File: src/rtl/axi_mux2_if.sv
// axi_channel: AXI4 channel bundle (id/addr/len/size/burst/user per address
// channel) shared by the masters, the 2:1 mux and the downstream ID downsizer.
interface axi_channel #(
    parameter int unsigned ID_WIDTH   = 4,
    parameter int unsigned ADDR_WIDTH = 32,
    parameter int unsigned DATA_WIDTH = 32,
    parameter int unsigned USER_WIDTH = 1
);
    logic                      aw_valid;
    logic                      aw_ready;
    logic [ID_WIDTH-1:0]       aw_id;
    logic [ADDR_WIDTH-1:0]     aw_addr;
    logic [7:0]                aw_len;
    logic [2:0]                aw_size;
    logic [1:0]                aw_burst;
    logic [USER_WIDTH-1:0]     aw_user;

    logic                      w_valid;
    logic                      w_ready;
    logic [DATA_WIDTH-1:0]     w_data;
    logic [DATA_WIDTH/8-1:0]   w_strb;
    logic                      w_last;
    logic [USER_WIDTH-1:0]     w_user;

    logic                      b_valid;
    logic                      b_ready;
    logic [ID_WIDTH-1:0]       b_id;
    logic [1:0]                b_resp;
    logic [USER_WIDTH-1:0]     b_user;

    logic                      ar_valid;
    logic                      ar_ready;
    logic [ID_WIDTH-1:0]       ar_id;
    logic [ADDR_WIDTH-1:0]     ar_addr;
    logic [7:0]                ar_len;
    logic [2:0]                ar_size;
    logic [1:0]                ar_burst;
    logic [USER_WIDTH-1:0]     ar_user;

    logic                      r_valid;
    logic                      r_ready;
    logic [ID_WIDTH-1:0]       r_id;
    logic [DATA_WIDTH-1:0]     r_data;
    logic [1:0]                r_resp;
    logic                      r_last;
    logic [USER_WIDTH-1:0]     r_user;

    modport master (
        output aw_valid, aw_id, aw_addr, aw_len, aw_size, aw_burst, aw_user,
        input  aw_ready,
        output w_valid, w_data, w_strb, w_last, w_user,
        input  w_ready,
        input  b_valid, b_id, b_resp, b_user,
        output b_ready,
        output ar_valid, ar_id, ar_addr, ar_len, ar_size, ar_burst, ar_user,
        input  ar_ready,
        input  r_valid, r_id, r_data, r_resp, r_last, r_user,
        output r_ready
    );

    modport slave (
        input  aw_valid, aw_id, aw_addr, aw_len, aw_size, aw_burst, aw_user,
        output aw_ready,
        input  w_valid, w_data, w_strb, w_last, w_user,
        output w_ready,
        output b_valid, b_id, b_resp, b_user,
        input  b_ready,
        input  ar_valid, ar_id, ar_addr, ar_len, ar_size, ar_burst, ar_user,
        output ar_ready,
        output r_valid, r_id, r_data, r_resp, r_last, r_user,
        input  r_ready
    );
endinterface

File: src/rtl/axi_mux2.sv
// axi_mux2: merges two AXI masters onto one port. The output ID gains an MSB
// naming the issuing master; AW/AR are arbitrated into a forward register,
// W follows AW grant order via a small FIFO, B/R are routed by the ID MSB.
// Optional feature macro: AXI_MUX2_RR_EN (round-robin tie-break per channel;
// without it m0 always wins ties).

// Arbitrated address channel stage: 2:1 grant plus one forward register.
module axi_mux2_addr_stage #(
    parameter int unsigned PAYLOAD_W = 8
) (
    input  logic                 clk,
    input  logic                 rstn,
    input  logic                 accept_ok_i,
    input  logic                 req0_i,
    input  logic                 req1_i,
    input  logic [PAYLOAD_W-1:0] pay0_i,
    input  logic [PAYLOAD_W-1:0] pay1_i,
    input  logic                 out_ready_i,
    output logic                 ready0_o,
    output logic                 ready1_o,
    output logic                 out_valid_o,
    output logic [PAYLOAD_W:0]   out_pay_o
);
    logic               full_q, full_d;
    logic [PAYLOAD_W:0] pay_q, pay_d;
    logic               load_ok;
    logic               sel;
    logic               hs;

`ifdef AXI_MUX2_RR_EN
    logic prio_q, prio_d;

    // Priority moves to the other master after every grant.
    always_comb begin
        prio_d = prio_q;
        if (hs) begin
            prio_d = ~sel;
        end
    end

    // Priority pointer register.
    always_ff @(posedge clk or negedge rstn) begin
        if (!rstn) begin
            prio_q <= 1'b0;
        end else begin
            prio_q <= prio_d;
        end
    end

    assign sel = req1_i & (~req0_i | prio_q);
`else
    assign sel = req1_i & ~req0_i;
`endif

    assign load_ok     = (~full_q | out_ready_i) & accept_ok_i;
    assign ready0_o    = load_ok & req0_i & ~sel;
    assign ready1_o    = load_ok & req1_i & sel;
    assign hs          = ready0_o | ready1_o;
    assign out_valid_o = full_q;
    assign out_pay_o   = pay_q;

    // Load on a granted handshake, otherwise drain when the slave accepts.
    always_comb begin
        full_d = full_q;
        pay_d  = pay_q;
        if (hs) begin
            full_d = 1'b1;
            pay_d  = {sel, (sel ? pay1_i : pay0_i)};
        end else if (out_ready_i) begin
            full_d = 1'b0;
        end
    end

    // Forward register with async clear.
    always_ff @(posedge clk or negedge rstn) begin
        if (!rstn) begin
            full_q <= 1'b0;
            pay_q  <= '0;
        end else begin
            full_q <= full_d;
            pay_q  <= pay_d;
        end
    end
endmodule

module axi_mux2 #(
    parameter int unsigned W_FIFO_DEPTH = 4
) (
    input logic        clk,
    input logic        rstn,
    axi_channel.slave  m0,
    axi_channel.slave  m1,
    axi_channel.master s
);
    localparam int unsigned M_ID_W  = m0.ID_WIDTH;
    localparam int unsigned M1_ID_W = m1.ID_WIDTH;
    localparam int unsigned S_ID_W  = s.ID_WIDTH;
    localparam int unsigned ADDR_W  = m0.ADDR_WIDTH;
    localparam int unsigned DATA_W  = m0.DATA_WIDTH;
    localparam int unsigned USER_W  = m0.USER_WIDTH;
    localparam int unsigned A_PAY_W = M_ID_W + ADDR_W + 13 + USER_W;
    localparam int unsigned PTR_W   = $clog2(W_FIFO_DEPTH);
    localparam int unsigned CNT_W   = PTR_W + 1;

    // Elaboration-time configuration checks.
    if (M1_ID_W != M_ID_W) begin : g_err_mid
        $fatal(1, "axi_mux2: m0/m1 ID_WIDTH differ");
    end
    if (S_ID_W != M_ID_W + 1) begin : g_err_sid
        $fatal(1, "axi_mux2: s.ID_WIDTH must be m0.ID_WIDTH+1");
    end
    if (m1.ADDR_WIDTH != ADDR_W || s.ADDR_WIDTH != ADDR_W) begin : g_err_addr
        $fatal(1, "axi_mux2: ADDR_WIDTH differs between ports");
    end
    if (m1.DATA_WIDTH != DATA_W || s.DATA_WIDTH != DATA_W) begin : g_err_data
        $fatal(1, "axi_mux2: DATA_WIDTH differs between ports");
    end
    if (m1.USER_WIDTH != USER_W || s.USER_WIDTH != USER_W) begin : g_err_user
        $fatal(1, "axi_mux2: USER_WIDTH differs between ports");
    end
    if (W_FIFO_DEPTH < 2 || (W_FIFO_DEPTH & (W_FIFO_DEPTH - 1)) != 0) begin : g_err_depth
        $fatal(1, "axi_mux2: W_FIFO_DEPTH must be a power of two >= 2");
    end

    logic [W_FIFO_DEPTH-1:0] fifo_q, fifo_d;
    logic [PTR_W-1:0]        wr_ptr_q, wr_ptr_d;
    logic [PTR_W-1:0]        rd_ptr_q, rd_ptr_d;
    logic [CNT_W-1:0]        cnt_q, cnt_d;
    logic                    fifo_full;
    logic                    fifo_empty;
    logic                    w_head;
    logic                    aw_accept_ok;
    logic                    aw_push;
    logic                    aw_push_src;
    logic                    w_pop;
    logic [A_PAY_W:0]        aw_out;
    logic [A_PAY_W:0]        ar_out;

    assign fifo_full    = (cnt_q == CNT_W'(W_FIFO_DEPTH));
    assign fifo_empty   = (cnt_q == '0);
    assign w_head       = fifo_q[rd_ptr_q];
    assign aw_accept_ok = ~fifo_full;

    // AW: arbitrate, register, and record the winner for W steering.
    axi_mux2_addr_stage #(.PAYLOAD_W(A_PAY_W)) u_aw (
        .clk         (clk),
        .rstn        (rstn),
        .accept_ok_i (aw_accept_ok),
        .req0_i      (m0.aw_valid),
        .req1_i      (m1.aw_valid),
        .pay0_i      ({m0.aw_id, m0.aw_addr, m0.aw_len, m0.aw_size, m0.aw_burst, m0.aw_user}),
        .pay1_i      ({m1.aw_id, m1.aw_addr, m1.aw_len, m1.aw_size, m1.aw_burst, m1.aw_user}),
        .out_ready_i (s.aw_ready),
        .ready0_o    (m0.aw_ready),
        .ready1_o    (m1.aw_ready),
        .out_valid_o (s.aw_valid),
        .out_pay_o   (aw_out)
    );
    assign {s.aw_id, s.aw_addr, s.aw_len, s.aw_size, s.aw_burst, s.aw_user} = aw_out;

    // AR: same stage, never blocked by W bookkeeping.
    axi_mux2_addr_stage #(.PAYLOAD_W(A_PAY_W)) u_ar (
        .clk         (clk),
        .rstn        (rstn),
        .accept_ok_i (1'b1),
        .req0_i      (m0.ar_valid),
        .req1_i      (m1.ar_valid),
        .pay0_i      ({m0.ar_id, m0.ar_addr, m0.ar_len, m0.ar_size, m0.ar_burst, m0.ar_user}),
        .pay1_i      ({m1.ar_id, m1.ar_addr, m1.ar_len, m1.ar_size, m1.ar_burst, m1.ar_user}),
        .out_ready_i (s.ar_ready),
        .ready0_o    (m0.ar_ready),
        .ready1_o    (m1.ar_ready),
        .out_valid_o (s.ar_valid),
        .out_pay_o   (ar_out)
    );
    assign {s.ar_id, s.ar_addr, s.ar_len, s.ar_size, s.ar_burst, s.ar_user} = ar_out;

    assign aw_push     = (m0.aw_valid & m0.aw_ready) | (m1.aw_valid & m1.aw_ready);
    assign aw_push_src = m1.aw_ready;
    assign w_pop       = s.w_valid & s.w_ready & s.w_last;

    // W-order FIFO next state: push grant owner, pop on last beat.
    always_comb begin
        fifo_d   = fifo_q;
        wr_ptr_d = wr_ptr_q;
        rd_ptr_d = rd_ptr_q;
        cnt_d    = cnt_q;
        if (aw_push) begin
            fifo_d[wr_ptr_q] = aw_push_src;
            wr_ptr_d         = wr_ptr_q + PTR_W'(1);
        end
        if (w_pop) begin
            rd_ptr_d = rd_ptr_q + PTR_W'(1);
        end
        case ({aw_push, w_pop})
            2'b10:   cnt_d = cnt_q + CNT_W'(1);
            2'b01:   cnt_d = cnt_q - CNT_W'(1);
            default: cnt_d = cnt_q;
        endcase
    end

    // W-order FIFO registers.
    always_ff @(posedge clk or negedge rstn) begin
        if (!rstn) begin
            fifo_q   <= '0;
            wr_ptr_q <= '0;
            rd_ptr_q <= '0;
            cnt_q    <= '0;
        end else begin
            fifo_q   <= fifo_d;
            wr_ptr_q <= wr_ptr_d;
            rd_ptr_q <= rd_ptr_d;
            cnt_q    <= cnt_d;
        end
    end

    // W steering from the FIFO head; nothing flows while it is empty.
    assign s.w_valid  = ~fifo_empty & (w_head ? m1.w_valid : m0.w_valid);
    assign s.w_data   = w_head ? m1.w_data : m0.w_data;
    assign s.w_strb   = w_head ? m1.w_strb : m0.w_strb;
    assign s.w_last   = w_head ? m1.w_last : m0.w_last;
    assign s.w_user   = w_head ? m1.w_user : m0.w_user;
    assign m0.w_ready = ~fifo_empty & ~w_head & s.w_ready;
    assign m1.w_ready = ~fifo_empty & w_head & s.w_ready;

    // B routing by response ID MSB.
    assign m0.b_valid = s.b_valid & ~s.b_id[M_ID_W];
    assign m1.b_valid = s.b_valid & s.b_id[M_ID_W];
    assign m0.b_id    = s.b_id[M_ID_W-1:0];
    assign m1.b_id    = s.b_id[M_ID_W-1:0];
    assign m0.b_resp  = s.b_resp;
    assign m1.b_resp  = s.b_resp;
    assign m0.b_user  = s.b_user;
    assign m1.b_user  = s.b_user;
    assign s.b_ready  = s.b_id[M_ID_W] ? m1.b_ready : m0.b_ready;

    // R routing by response ID MSB.
    assign m0.r_valid = s.r_valid & ~s.r_id[M_ID_W];
    assign m1.r_valid = s.r_valid & s.r_id[M_ID_W];
    assign m0.r_id    = s.r_id[M_ID_W-1:0];
    assign m1.r_id    = s.r_id[M_ID_W-1:0];
    assign m0.r_data  = s.r_data;
    assign m1.r_data  = s.r_data;
    assign m0.r_resp  = s.r_resp;
    assign m1.r_resp  = s.r_resp;
    assign m0.r_last  = s.r_last;
    assign m1.r_last  = s.r_last;
    assign m0.r_user  = s.r_user;
    assign m1.r_user  = s.r_user;
    assign s.r_ready  = s.r_id[M_ID_W] ? m1.r_ready : m0.r_ready;
endmodule

File: src/flat_wrapper.sv
// flat-port wrapper written by rule: the top's interface ports become plain ports
module axi_mux2_flat 
#(
    parameter int unsigned W_FIFO_DEPTH = 4
)
  (clk, rstn, m0_aw_valid, m0_aw_id, m0_aw_addr, m0_aw_len, m0_aw_size, m0_aw_burst, m0_aw_user, m0_aw_ready, m0_w_valid, m0_w_data, m0_w_strb, m0_w_last, m0_w_user, m0_w_ready, m0_b_valid, m0_b_id, m0_b_resp, m0_b_user, m0_b_ready, m0_ar_valid, m0_ar_id, m0_ar_addr, m0_ar_len, m0_ar_size, m0_ar_burst, m0_ar_user, m0_ar_ready, m0_r_valid, m0_r_id, m0_r_data, m0_r_resp, m0_r_last, m0_r_user, m0_r_ready, m1_aw_valid, m1_aw_id, m1_aw_addr, m1_aw_len, m1_aw_size, m1_aw_burst, m1_aw_user, m1_aw_ready, m1_w_valid, m1_w_data, m1_w_strb, m1_w_last, m1_w_user, m1_w_ready, m1_b_valid, m1_b_id, m1_b_resp, m1_b_user, m1_b_ready, m1_ar_valid, m1_ar_id, m1_ar_addr, m1_ar_len, m1_ar_size, m1_ar_burst, m1_ar_user, m1_ar_ready, m1_r_valid, m1_r_id, m1_r_data, m1_r_resp, m1_r_last, m1_r_user, m1_r_ready, s_aw_valid, s_aw_id, s_aw_addr, s_aw_len, s_aw_size, s_aw_burst, s_aw_user, s_aw_ready, s_w_valid, s_w_data, s_w_strb, s_w_last, s_w_user, s_w_ready, s_b_valid, s_b_id, s_b_resp, s_b_user, s_b_ready, s_ar_valid, s_ar_id, s_ar_addr, s_ar_len, s_ar_size, s_ar_burst, s_ar_user, s_ar_ready, s_r_valid, s_r_id, s_r_data, s_r_resp, s_r_last, s_r_user, s_r_ready);
  axi_channel #(.ID_WIDTH(4), .ADDR_WIDTH(16), .DATA_WIDTH(16), .USER_WIDTH(2)) m0_i ();
  axi_channel #(.ID_WIDTH(4), .ADDR_WIDTH(16), .DATA_WIDTH(16), .USER_WIDTH(2)) m1_i ();
  axi_channel #(.ID_WIDTH(5), .ADDR_WIDTH(16), .DATA_WIDTH(16), .USER_WIDTH(2)) s_i ();
  input logic clk;
  input logic rstn;
  input wire logic [$bits(m0_i.aw_valid)-1:0] m0_aw_valid;
  input wire logic [$bits(m0_i.aw_id)-1:0] m0_aw_id;
  input wire logic [$bits(m0_i.aw_addr)-1:0] m0_aw_addr;
  input wire logic [$bits(m0_i.aw_len)-1:0] m0_aw_len;
  input wire logic [$bits(m0_i.aw_size)-1:0] m0_aw_size;
  input wire logic [$bits(m0_i.aw_burst)-1:0] m0_aw_burst;
  input wire logic [$bits(m0_i.aw_user)-1:0] m0_aw_user;
  output wire logic [$bits(m0_i.aw_ready)-1:0] m0_aw_ready;
  input wire logic [$bits(m0_i.w_valid)-1:0] m0_w_valid;
  input wire logic [$bits(m0_i.w_data)-1:0] m0_w_data;
  input wire logic [$bits(m0_i.w_strb)-1:0] m0_w_strb;
  input wire logic [$bits(m0_i.w_last)-1:0] m0_w_last;
  input wire logic [$bits(m0_i.w_user)-1:0] m0_w_user;
  output wire logic [$bits(m0_i.w_ready)-1:0] m0_w_ready;
  output wire logic [$bits(m0_i.b_valid)-1:0] m0_b_valid;
  output wire logic [$bits(m0_i.b_id)-1:0] m0_b_id;
  output wire logic [$bits(m0_i.b_resp)-1:0] m0_b_resp;
  output wire logic [$bits(m0_i.b_user)-1:0] m0_b_user;
  input wire logic [$bits(m0_i.b_ready)-1:0] m0_b_ready;
  input wire logic [$bits(m0_i.ar_valid)-1:0] m0_ar_valid;
  input wire logic [$bits(m0_i.ar_id)-1:0] m0_ar_id;
  input wire logic [$bits(m0_i.ar_addr)-1:0] m0_ar_addr;
  input wire logic [$bits(m0_i.ar_len)-1:0] m0_ar_len;
  input wire logic [$bits(m0_i.ar_size)-1:0] m0_ar_size;
  input wire logic [$bits(m0_i.ar_burst)-1:0] m0_ar_burst;
  input wire logic [$bits(m0_i.ar_user)-1:0] m0_ar_user;
  output wire logic [$bits(m0_i.ar_ready)-1:0] m0_ar_ready;
  output wire logic [$bits(m0_i.r_valid)-1:0] m0_r_valid;
  output wire logic [$bits(m0_i.r_id)-1:0] m0_r_id;
  output wire logic [$bits(m0_i.r_data)-1:0] m0_r_data;
  output wire logic [$bits(m0_i.r_resp)-1:0] m0_r_resp;
  output wire logic [$bits(m0_i.r_last)-1:0] m0_r_last;
  output wire logic [$bits(m0_i.r_user)-1:0] m0_r_user;
  input wire logic [$bits(m0_i.r_ready)-1:0] m0_r_ready;
  input wire logic [$bits(m1_i.aw_valid)-1:0] m1_aw_valid;
  input wire logic [$bits(m1_i.aw_id)-1:0] m1_aw_id;
  input wire logic [$bits(m1_i.aw_addr)-1:0] m1_aw_addr;
  input wire logic [$bits(m1_i.aw_len)-1:0] m1_aw_len;
  input wire logic [$bits(m1_i.aw_size)-1:0] m1_aw_size;
  input wire logic [$bits(m1_i.aw_burst)-1:0] m1_aw_burst;
  input wire logic [$bits(m1_i.aw_user)-1:0] m1_aw_user;
  output wire logic [$bits(m1_i.aw_ready)-1:0] m1_aw_ready;
  input wire logic [$bits(m1_i.w_valid)-1:0] m1_w_valid;
  input wire logic [$bits(m1_i.w_data)-1:0] m1_w_data;
  input wire logic [$bits(m1_i.w_strb)-1:0] m1_w_strb;
  input wire logic [$bits(m1_i.w_last)-1:0] m1_w_last;
  input wire logic [$bits(m1_i.w_user)-1:0] m1_w_user;
  output wire logic [$bits(m1_i.w_ready)-1:0] m1_w_ready;
  output wire logic [$bits(m1_i.b_valid)-1:0] m1_b_valid;
  output wire logic [$bits(m1_i.b_id)-1:0] m1_b_id;
  output wire logic [$bits(m1_i.b_resp)-1:0] m1_b_resp;
  output wire logic [$bits(m1_i.b_user)-1:0] m1_b_user;
  input wire logic [$bits(m1_i.b_ready)-1:0] m1_b_ready;
  input wire logic [$bits(m1_i.ar_valid)-1:0] m1_ar_valid;
  input wire logic [$bits(m1_i.ar_id)-1:0] m1_ar_id;
  input wire logic [$bits(m1_i.ar_addr)-1:0] m1_ar_addr;
  input wire logic [$bits(m1_i.ar_len)-1:0] m1_ar_len;
  input wire logic [$bits(m1_i.ar_size)-1:0] m1_ar_size;
  input wire logic [$bits(m1_i.ar_burst)-1:0] m1_ar_burst;
  input wire logic [$bits(m1_i.ar_user)-1:0] m1_ar_user;
  output wire logic [$bits(m1_i.ar_ready)-1:0] m1_ar_ready;
  output wire logic [$bits(m1_i.r_valid)-1:0] m1_r_valid;
  output wire logic [$bits(m1_i.r_id)-1:0] m1_r_id;
  output wire logic [$bits(m1_i.r_data)-1:0] m1_r_data;
  output wire logic [$bits(m1_i.r_resp)-1:0] m1_r_resp;
  output wire logic [$bits(m1_i.r_last)-1:0] m1_r_last;
  output wire logic [$bits(m1_i.r_user)-1:0] m1_r_user;
  input wire logic [$bits(m1_i.r_ready)-1:0] m1_r_ready;
  output wire logic [$bits(s_i.aw_valid)-1:0] s_aw_valid;
  output wire logic [$bits(s_i.aw_id)-1:0] s_aw_id;
  output wire logic [$bits(s_i.aw_addr)-1:0] s_aw_addr;
  output wire logic [$bits(s_i.aw_len)-1:0] s_aw_len;
  output wire logic [$bits(s_i.aw_size)-1:0] s_aw_size;
  output wire logic [$bits(s_i.aw_burst)-1:0] s_aw_burst;
  output wire logic [$bits(s_i.aw_user)-1:0] s_aw_user;
  input wire logic [$bits(s_i.aw_ready)-1:0] s_aw_ready;
  output wire logic [$bits(s_i.w_valid)-1:0] s_w_valid;
  output wire logic [$bits(s_i.w_data)-1:0] s_w_data;
  output wire logic [$bits(s_i.w_strb)-1:0] s_w_strb;
  output wire logic [$bits(s_i.w_last)-1:0] s_w_last;
  output wire logic [$bits(s_i.w_user)-1:0] s_w_user;
  input wire logic [$bits(s_i.w_ready)-1:0] s_w_ready;
  input wire logic [$bits(s_i.b_valid)-1:0] s_b_valid;
  input wire logic [$bits(s_i.b_id)-1:0] s_b_id;
  input wire logic [$bits(s_i.b_resp)-1:0] s_b_resp;
  input wire logic [$bits(s_i.b_user)-1:0] s_b_user;
  output wire logic [$bits(s_i.b_ready)-1:0] s_b_ready;
  output wire logic [$bits(s_i.ar_valid)-1:0] s_ar_valid;
  output wire logic [$bits(s_i.ar_id)-1:0] s_ar_id;
  output wire logic [$bits(s_i.ar_addr)-1:0] s_ar_addr;
  output wire logic [$bits(s_i.ar_len)-1:0] s_ar_len;
  output wire logic [$bits(s_i.ar_size)-1:0] s_ar_size;
  output wire logic [$bits(s_i.ar_burst)-1:0] s_ar_burst;
  output wire logic [$bits(s_i.ar_user)-1:0] s_ar_user;
  input wire logic [$bits(s_i.ar_ready)-1:0] s_ar_ready;
  input wire logic [$bits(s_i.r_valid)-1:0] s_r_valid;
  input wire logic [$bits(s_i.r_id)-1:0] s_r_id;
  input wire logic [$bits(s_i.r_data)-1:0] s_r_data;
  input wire logic [$bits(s_i.r_resp)-1:0] s_r_resp;
  input wire logic [$bits(s_i.r_last)-1:0] s_r_last;
  input wire logic [$bits(s_i.r_user)-1:0] s_r_user;
  output wire logic [$bits(s_i.r_ready)-1:0] s_r_ready;
  assign m0_i.aw_valid = m0_aw_valid;
  assign m0_i.aw_id = m0_aw_id;
  assign m0_i.aw_addr = m0_aw_addr;
  assign m0_i.aw_len = m0_aw_len;
  assign m0_i.aw_size = m0_aw_size;
  assign m0_i.aw_burst = m0_aw_burst;
  assign m0_i.aw_user = m0_aw_user;
  assign m0_aw_ready = m0_i.aw_ready;
  assign m0_i.w_valid = m0_w_valid;
  assign m0_i.w_data = m0_w_data;
  assign m0_i.w_strb = m0_w_strb;
  assign m0_i.w_last = m0_w_last;
  assign m0_i.w_user = m0_w_user;
  assign m0_w_ready = m0_i.w_ready;
  assign m0_b_valid = m0_i.b_valid;
  assign m0_b_id = m0_i.b_id;
  assign m0_b_resp = m0_i.b_resp;
  assign m0_b_user = m0_i.b_user;
  assign m0_i.b_ready = m0_b_ready;
  assign m0_i.ar_valid = m0_ar_valid;
  assign m0_i.ar_id = m0_ar_id;
  assign m0_i.ar_addr = m0_ar_addr;
  assign m0_i.ar_len = m0_ar_len;
  assign m0_i.ar_size = m0_ar_size;
  assign m0_i.ar_burst = m0_ar_burst;
  assign m0_i.ar_user = m0_ar_user;
  assign m0_ar_ready = m0_i.ar_ready;
  assign m0_r_valid = m0_i.r_valid;
  assign m0_r_id = m0_i.r_id;
  assign m0_r_data = m0_i.r_data;
  assign m0_r_resp = m0_i.r_resp;
  assign m0_r_last = m0_i.r_last;
  assign m0_r_user = m0_i.r_user;
  assign m0_i.r_ready = m0_r_ready;
  assign m1_i.aw_valid = m1_aw_valid;
  assign m1_i.aw_id = m1_aw_id;
  assign m1_i.aw_addr = m1_aw_addr;
  assign m1_i.aw_len = m1_aw_len;
  assign m1_i.aw_size = m1_aw_size;
  assign m1_i.aw_burst = m1_aw_burst;
  assign m1_i.aw_user = m1_aw_user;
  assign m1_aw_ready = m1_i.aw_ready;
  assign m1_i.w_valid = m1_w_valid;
  assign m1_i.w_data = m1_w_data;
  assign m1_i.w_strb = m1_w_strb;
  assign m1_i.w_last = m1_w_last;
  assign m1_i.w_user = m1_w_user;
  assign m1_w_ready = m1_i.w_ready;
  assign m1_b_valid = m1_i.b_valid;
  assign m1_b_id = m1_i.b_id;
  assign m1_b_resp = m1_i.b_resp;
  assign m1_b_user = m1_i.b_user;
  assign m1_i.b_ready = m1_b_ready;
  assign m1_i.ar_valid = m1_ar_valid;
  assign m1_i.ar_id = m1_ar_id;
  assign m1_i.ar_addr = m1_ar_addr;
  assign m1_i.ar_len = m1_ar_len;
  assign m1_i.ar_size = m1_ar_size;
  assign m1_i.ar_burst = m1_ar_burst;
  assign m1_i.ar_user = m1_ar_user;
  assign m1_ar_ready = m1_i.ar_ready;
  assign m1_r_valid = m1_i.r_valid;
  assign m1_r_id = m1_i.r_id;
  assign m1_r_data = m1_i.r_data;
  assign m1_r_resp = m1_i.r_resp;
  assign m1_r_last = m1_i.r_last;
  assign m1_r_user = m1_i.r_user;
  assign m1_i.r_ready = m1_r_ready;
  assign s_aw_valid = s_i.aw_valid;
  assign s_aw_id = s_i.aw_id;
  assign s_aw_addr = s_i.aw_addr;
  assign s_aw_len = s_i.aw_len;
  assign s_aw_size = s_i.aw_size;
  assign s_aw_burst = s_i.aw_burst;
  assign s_aw_user = s_i.aw_user;
  assign s_i.aw_ready = s_aw_ready;
  assign s_w_valid = s_i.w_valid;
  assign s_w_data = s_i.w_data;
  assign s_w_strb = s_i.w_strb;
  assign s_w_last = s_i.w_last;
  assign s_w_user = s_i.w_user;
  assign s_i.w_ready = s_w_ready;
  assign s_i.b_valid = s_b_valid;
  assign s_i.b_id = s_b_id;
  assign s_i.b_resp = s_b_resp;
  assign s_i.b_user = s_b_user;
  assign s_b_ready = s_i.b_ready;
  assign s_ar_valid = s_i.ar_valid;
  assign s_ar_id = s_i.ar_id;
  assign s_ar_addr = s_i.ar_addr;
  assign s_ar_len = s_i.ar_len;
  assign s_ar_size = s_i.ar_size;
  assign s_ar_burst = s_i.ar_burst;
  assign s_ar_user = s_i.ar_user;
  assign s_i.ar_ready = s_ar_ready;
  assign s_i.r_valid = s_r_valid;
  assign s_i.r_id = s_r_id;
  assign s_i.r_data = s_r_data;
  assign s_i.r_resp = s_r_resp;
  assign s_i.r_last = s_r_last;
  assign s_i.r_user = s_r_user;
  assign s_r_ready = s_i.r_ready;
  axi_mux2 #(.W_FIFO_DEPTH(W_FIFO_DEPTH)) u_core (.clk(clk), .rstn(rstn), .m0(m0_i), .m1(m1_i), .s(s_i));
endmodule
File: config.mk
export PLATFORM = sky130hd
export DESIGN_NAME = axi_mux2_flat
export DESIGN_NICKNAME = d
export VERILOG_FILES = /design/src/rtl/axi_mux2_if.sv /design/src/rtl/axi_mux2.sv /design/src/flat_wrapper.sv
export SDC_FILE = /design/constraint.sdc
export NUM_CORES = 1
export LEC_CHECK = 0
export ABC_AREA = 1
export CAP_MARGIN = 10
export CORE_AREA = 2 2 161 163
export DETAILED_ROUTE_END_ITERATION = 8
export DIE_AREA = 0 0 163 165
export PLACE_DENSITY = 0.63
export SYNTH_ARGS = -nofsm -noshare
export SYNTH_HDL_FRONTEND = slang
export SYNTH_HIERARCHICAL = 1
export SYNTH_SLANG_ARGS = --single-unit
File: constraint.sdc
create_clock -name clk -period 2.7 [get_ports clk]
set_input_delay 0.27 -clock clk [delete_from_list [all_inputs] [get_ports clk]]
set_output_delay 0.27 -clock clk [all_outputs]
set_load 0.005 [all_outputs]
* Word level (Yosys, flattened, before mapping)
Index checks and enable logic that the tools add are counted.
Widths: inputs -> output; s select.
** Word-level totals
- Word-level logic and storage cells :: 82
- Bits in registers :: 85
- Output and inout port bits :: 174
- Input bits :: 234
** Cells by class
- Reductions and logical operators :: 5
- Eq/ne operators :: 3
- $add $sub $neg :: 4
- Mux-type cells :: 19
- Bitwise operators :: 40
- $lt $le $gt $ge :: 3
** Operator list (count)
- $mux 35 :: 2
- $and 1x1->1 :: 24
- $mux 16 :: 1
- $not 1->1 :: 11
- $mux 1 :: 10
- $lt 2x3->1 const B :: 2
- $pmux 3 s2 :: 1
- $reduce_bool 2->1 :: 3
- $or 1x1->1 :: 5
- $add 2x1->2 const B :: 2
- $bwmux 4 :: 1
- $mux 2 :: 2
- $add 3x1->3 const B :: 1
- $eq 3x3->1 const B :: 1
- $logic_not 3->1 :: 1
- $sub 3x1->3 const B :: 1
- $bmux 1 s2 :: 1
- $demux 1 s2 :: 1
- $eq 2x1->1 const B :: 1
- $eq 2x2->1 const B :: 1
- $ge 2x1->1 const B :: 1
- $logic_and 1x1->1 :: 1

* Logic depth before layout (Yosys ltp)
- Depth after elaboration :: 9
- Depth in mapped cells :: 14
- Depth with buffers taken out :: 14

* By module
The synthesis kept the hierarchy.
** Modules (own cells, without submodules)
- axi_mux2_addr_stage :: sequential area each 925.9 um^2, times used 2, area an instance 1883.1 um^2, cells an instance 274
- axi_mux2 :: sequential area each 275.3 um^2, times used 1, area an instance 1475.2 um^2, cells an instance 220

* Worst setup path before layout
OpenSTA, ideal clock, no wires.
- Kind :: reg-to-reg
- Start point :: register u_core.cnt_q[0]
- End point :: register u_core.cnt_q[2]
- Setup slack :: 0.413 ns
- Data required time :: 2.569 ns
- Clock period less this slack :: 2.287 ns
- Buffers on the path :: 1
- Stages on the path, launching flop included :: 15
- Arrival :: 2.156 ns
- Setup time :: 0.131 ns
- Cells stage by stage :: dfrtp_1 -> inv_1 -> nand3_1 -> nand3_2 -> inv_1 -> inv_1 -> o22ai_1 -> buf_2 -> inv_1 -> ha_1 -> inv_1 -> fa_1 -> a21oi_1 -> o21ai_0 -> xor2_1
** On the way
- Longest elaborated chain between the ends :: 9
- Elaborated cells between the ends (all ways) :: 21
- Those cells by class :: add/sub: 2; eq/ne: 3; mux: 1; bitwise: 13; reduce/logical: 2
** RTL lines
- start: declaration :: line axi_mux2.sv:128 : logic [CNT_W-1:0] cnt_q, cnt_d;
- start signal: assignment :: line axi_mux2.sv:213 : cnt_q <= cnt_d;
- $eq 3x3->1 * :: line axi_mux2.sv:139 : assign fifo_full = (cnt_q == CNT_W'(W_FIFO_DEPTH));
- $not 1->1 * :: line axi_mux2.sv:142 : assign aw_accept_ok = ~fifo_full;
- named net u_core.aw_accept_ok :: line axi_mux2.sv:132 : logic aw_accept_ok;
- $and 1x1->1 * :: line axi_mux2.sv:55 : assign load_ok = (~full_q | out_ready_i) & accept_ok_i;
- $and 1x1->1 * (2 in a row) :: line axi_mux2.sv:57 : assign ready1_o = load_ok & req1_i & sel;
- named net m1_aw_ready :: line flat_wrapper.sv:53 : output wire logic [$bits(m1_i.aw_ready)-1:0] m1_aw_ready;
- $and 1x1->1 * :: line axi_mux2.sv:178 : assign aw_push = (m0.aw_valid & m0.aw_ready) | (m1.aw_valid & m1.aw_ready);
- $or 1x1->1 * :: line axi_mux2.sv:178
- $eq 2x1->1 / $eq 2x2->1 (equally long branches) :: line axi_mux2.sv:195 : case ({aw_push, w_pop})
- $pmux 3 s2 / $reduce_bool 2->1 (equally long branches)
The timed path passes the listed nets; every way through them passes the cells marked *.
A chain may end at the register's enable or synchronous reset.

* Final worst setup path
- Start point :: register u_core.rd_ptr_q[0]
- End point :: output s_w_strb[0]
** On the way
- Longest elaborated chain between the ends :: 3
** RTL lines
- start: declaration :: line axi_mux2.sv:127 : logic [PTR_W-1:0] rd_ptr_q, rd_ptr_d;
- start signal: assignment :: line axi_mux2.sv:212 : rd_ptr_q <= rd_ptr_d;
- $bmux 1 s2 :: line axi_mux2.sv:141 : assign w_head = fifo_q[rd_ptr_q];
- $mux 1 (not written as such) :: line axi_mux2.sv:141
- $mux 2 :: line axi_mux2.sv:220 : assign s.w_strb = w_head ? m1.w_strb : m0.w_strb;
- end: declaration :: line flat_wrapper.sv:90 : output wire logic [$bits(s_i.w_strb)-1:0] s_w_strb;
Every way passes these cells. The select of a mux whose other input is x is not followed.

==> reports/qor.csv <==
metric,value,unit
reg2reg_slack,0.44,ns
globalplace.congestion,0.7411,
powerDensity,771.5,nW/um^2
cts_sinks,85,
ys_ff_latch,85,
ys_warn_count,6,
antenna_found_initial,0,
maxSlewViolCount,0,
route.detailed.drc,0,
num_rows,58,
seq_area,2128,sq um
grtUsageTotal,0.1205,
crit_top_cell,nand2_1,
antenna_left,0,
io_pins,408,
insertion_delay,0.34,ns
synth_mux_area_frac,0.004297,
dpl_cell_area,8144,sq um
firstDrtPassIters,4,
cellLeakagePower,4.247,nW
hold_violations,0,
cp.required,2.43,ns
status,"complete, no violations",
synth-simple-area-share,0.3946,
synth.most_common_cell,nand2_1,
start_util,0.2093,
setup_violations,0,
dp.cells,1324,
skew,0.008142,ns
maxCapViolations,0,
syn_inst,768,
cts_buffers,9,
max_freq,0.4003,GHz
grt_pass1_wl,25590,um
end_kind,output pin,
routedWlPerCell,12.45,um
synth_edf_count,0,
period_share,0.9253,
synth_area_leaders,"dfrtp_1, nand2_1, buf_4",
synthAdderAreaFrac,0.01576,
clk_pin_slew,0.07,ns
path_buf_inv,5,
ys_seq_area_frac,0.4058,
yosys_most_used_dff,dfrtp_1,
critical_path.slowest_cell,clkdlybuf4s50_1,
synth_cell_types,24,
grt_max_degree,46,
synth_compound_gate_area_share,0.01838,
die_area,26900,sq um
synth-async-reset-ratio,1.000,
cts_htree_levels,3,
diodes,0,
root_buffer,clkbuf_16,
multi_input_area,2316,sq um
cpPeakStageDelay,0.51,ns
portBuffers,308,
fill_cells,2644,
synth_top_area_frac,0.4058,
synthXorXnorAreaFrac,0.006684,
drive_gt1_frac,0.04748,
slew-limit-headroom,0.5183,
crit_fanout,22,
vias,5257,
synth_area,5241,sq um
finalNetCount,1246,
syn2layout_area_growth,61.73,%
criticalPathCategory,flop to output pin,
rsz0062_at_grt,no,
min_period,2.498,ns
worst_slew_pin_slew,0.7200,ns
crit_family,buffers and inverters,
grt_pass1_vias,5133,
via_per_inst,3.920,
stdcell_count,1341,
yosys-top-cells-count,"nand2_1, dfrtp_1, buf_4",
cp_cell_sequence,inv_1 > nand2_1 > nand3_2 > nand2_2 > buf_4 > inv_1 > buf_12 > nand2_1 > nand2_1 > clkdlybuf4s50_1,
setup_tns,0,ns
synth_area_leader_cell,dfrtp_1,
post-route-util,0.3386,
hold_class,primary input to asynchronous set/reset pin,
startpoint_type,flop,
fp.dieH,165,um
fp.coreArea,25040,sq um
synth_top_family_by_area,simple AND/OR/NAND/NOR gates,
gr-total-overflow,0,
drt_iter0_drc,215,
hpwl,12980,um
arrival,2.23,ns
cts_tree,built,
peakVddDrop,0.4111,mV
die_width,163,um
cts_setup_buffers,0,
syn_avg_cell_area,6.825,sq um
wl,16690,um
final_area,8477,sq um
cts_buffer_depth,2,
==> timing repair <==
item,CTS,global route
gates resized for setup,0,4
endpoints found under the setup margin,0,9
hold buffers,1,0
endpoints found under the hold margin,40,0
==> worst reg2reg max path: cells and delay by family, from the launching register on <==
kind	cells	cell delay (ns)
AOI/OAI and AO/OA	3	0.35
buffers and inverters	5	0.37
adders and majority gates	2	0.51
and+or+nand+nor	2	0.37
xor gates and xnor gates	1	0.15
DFF	1	0.39
==> cell type report <==
type | count | area share
repair buffers | 320 | 0.3773
multi-input cells | 560 | 0.2732
flip-flops and latches | 85 | 0.2511
well taps | 330 | 0.04871
clock buffers | 10 | 0.02819
inverters | 30 | 0.01328
clock inverters | 6 | 0.008266
==> report_power, final <==
group / total (mW) / switching, mW / internal [mW] / leakage (nW)
Combinational: 3.29 / 1.48 / 1.81 / 3.04
Clock: 1.29 / 0.541 / 0.749 / 0.153
Sequential: 1.96 / 0.248 / 1.71 / 1.06
==> logic make-up after synthesis <==
| kind of cell | Yosys count |
|---|---|
| AND/OR/NAND/NOR | 530 |
| buffers and inverters | 125 |
| flip-flops | 85 |
| AO/OA/AOI/OAI | 15 |
| adder cells (fa/ha/maj) | 6 |
| XOR/XNOR | 4 |
| multiplexers | 2 |
| other | 1 |
==> registers in the layout (all words and copies together) (netlist names) <==
register                 count
u_core/cnt_q                 3
u_core/fifo_q                4
u_core/rd_ptr_q              2
u_core/u_ar/out_pay_o       36
u_core/u_ar/out_valid_o      1
u_core/u_aw/out_pay_o       36
u_core/u_aw/out_valid_o      1
u_core/wr_ptr_q              2
==> layout by cell type (no fill, tap or decap) <==
| master | instances |
|---|---|
| dlygate4sd3_1 | 1 |
| clkinv_4 | 3 |
| inv_2 | 2 |
| xnor2_1 | 1 |
| nand2_1 | 505 |
| o21ai_0 | 3 |
| fa_1 | 1 |
| nor2_1 | 4 |
| nand3_2 | 6 |
| conb_1 | 3 |
| inv_6 | 1 |
| ha_1 | 5 |
| o211ai_2 | 2 |
| clkbuf_16 | 9 |
| nand3_1 | 5 |
| nor2_4 | 2 |
| dfrtp_1 | 84 |
| buf_12 | 2 |
| o22ai_1 | 1 |
| nand4_1 | 3 |
| nand2_2 | 5 |
| a21oi_1 | 5 |
| xor2_1 | 3 |
| buf_4 | 10 |
| clkdlybuf4s50_1 | 307 |
| inv_1 | 28 |
| a31oi_1 | 4 |
| dfrtp_2 | 1 |
| mux2_2 | 2 |
| clkbuf_8 | 1 |
| bufinv_16 | 1 |
| clkinv_2 | 1 |
==> through the flow <==
| stage | power (mW) | hold WS (ns) | setup WS [ns] |
|---|---|---|---|
| after global placement | 5.231 | 0.3018 | 0.2997 |
| after global routing | 7.107 | 0.4908 | 0.002081 |
| after floorplan | 3.448 | -0.02559 | 0.4129 |
| final | 6.540 | 0.4538 | 0.2016 |
| after detailed placement | 5.287 | 0.3089 | 0.2506 |
| after CTS | 6.638 | 0.4762 | 0.08519 |
==> metal layers <==
layer  up-vias  track usage  share of wire
li1       2704            -              -
met1      2304       0.1269           0.38
met2       212       0.2171           0.49
met3        37      0.04571          0.093
met4         0      0.04787          0.030
met5         -            0              0
==> final timing paths <==
path | start | cells past startpoint | to
min in group clk | u_core/u_aw/out_pay_o[4] | 2 | u_core/u_aw/out_pay_o[4]
max | u_core/rd_ptr_q[0] | 10 | s_w_strb[0]
min | rstn | 2 | u_core/u_ar/out_pay_o[25]
max reg2reg | u_core/cnt_q[0] | 13 | u_core/cnt_q[2]
min reg2reg | u_core/u_aw/out_pay_o[4] | 2 | u_core/u_aw/out_pay_o[4]
max in group asynchronous | rstn | 3 | u_core/u_aw/out_pay_o[0]
No activity file was read; power rests on OpenSTA's default activity.
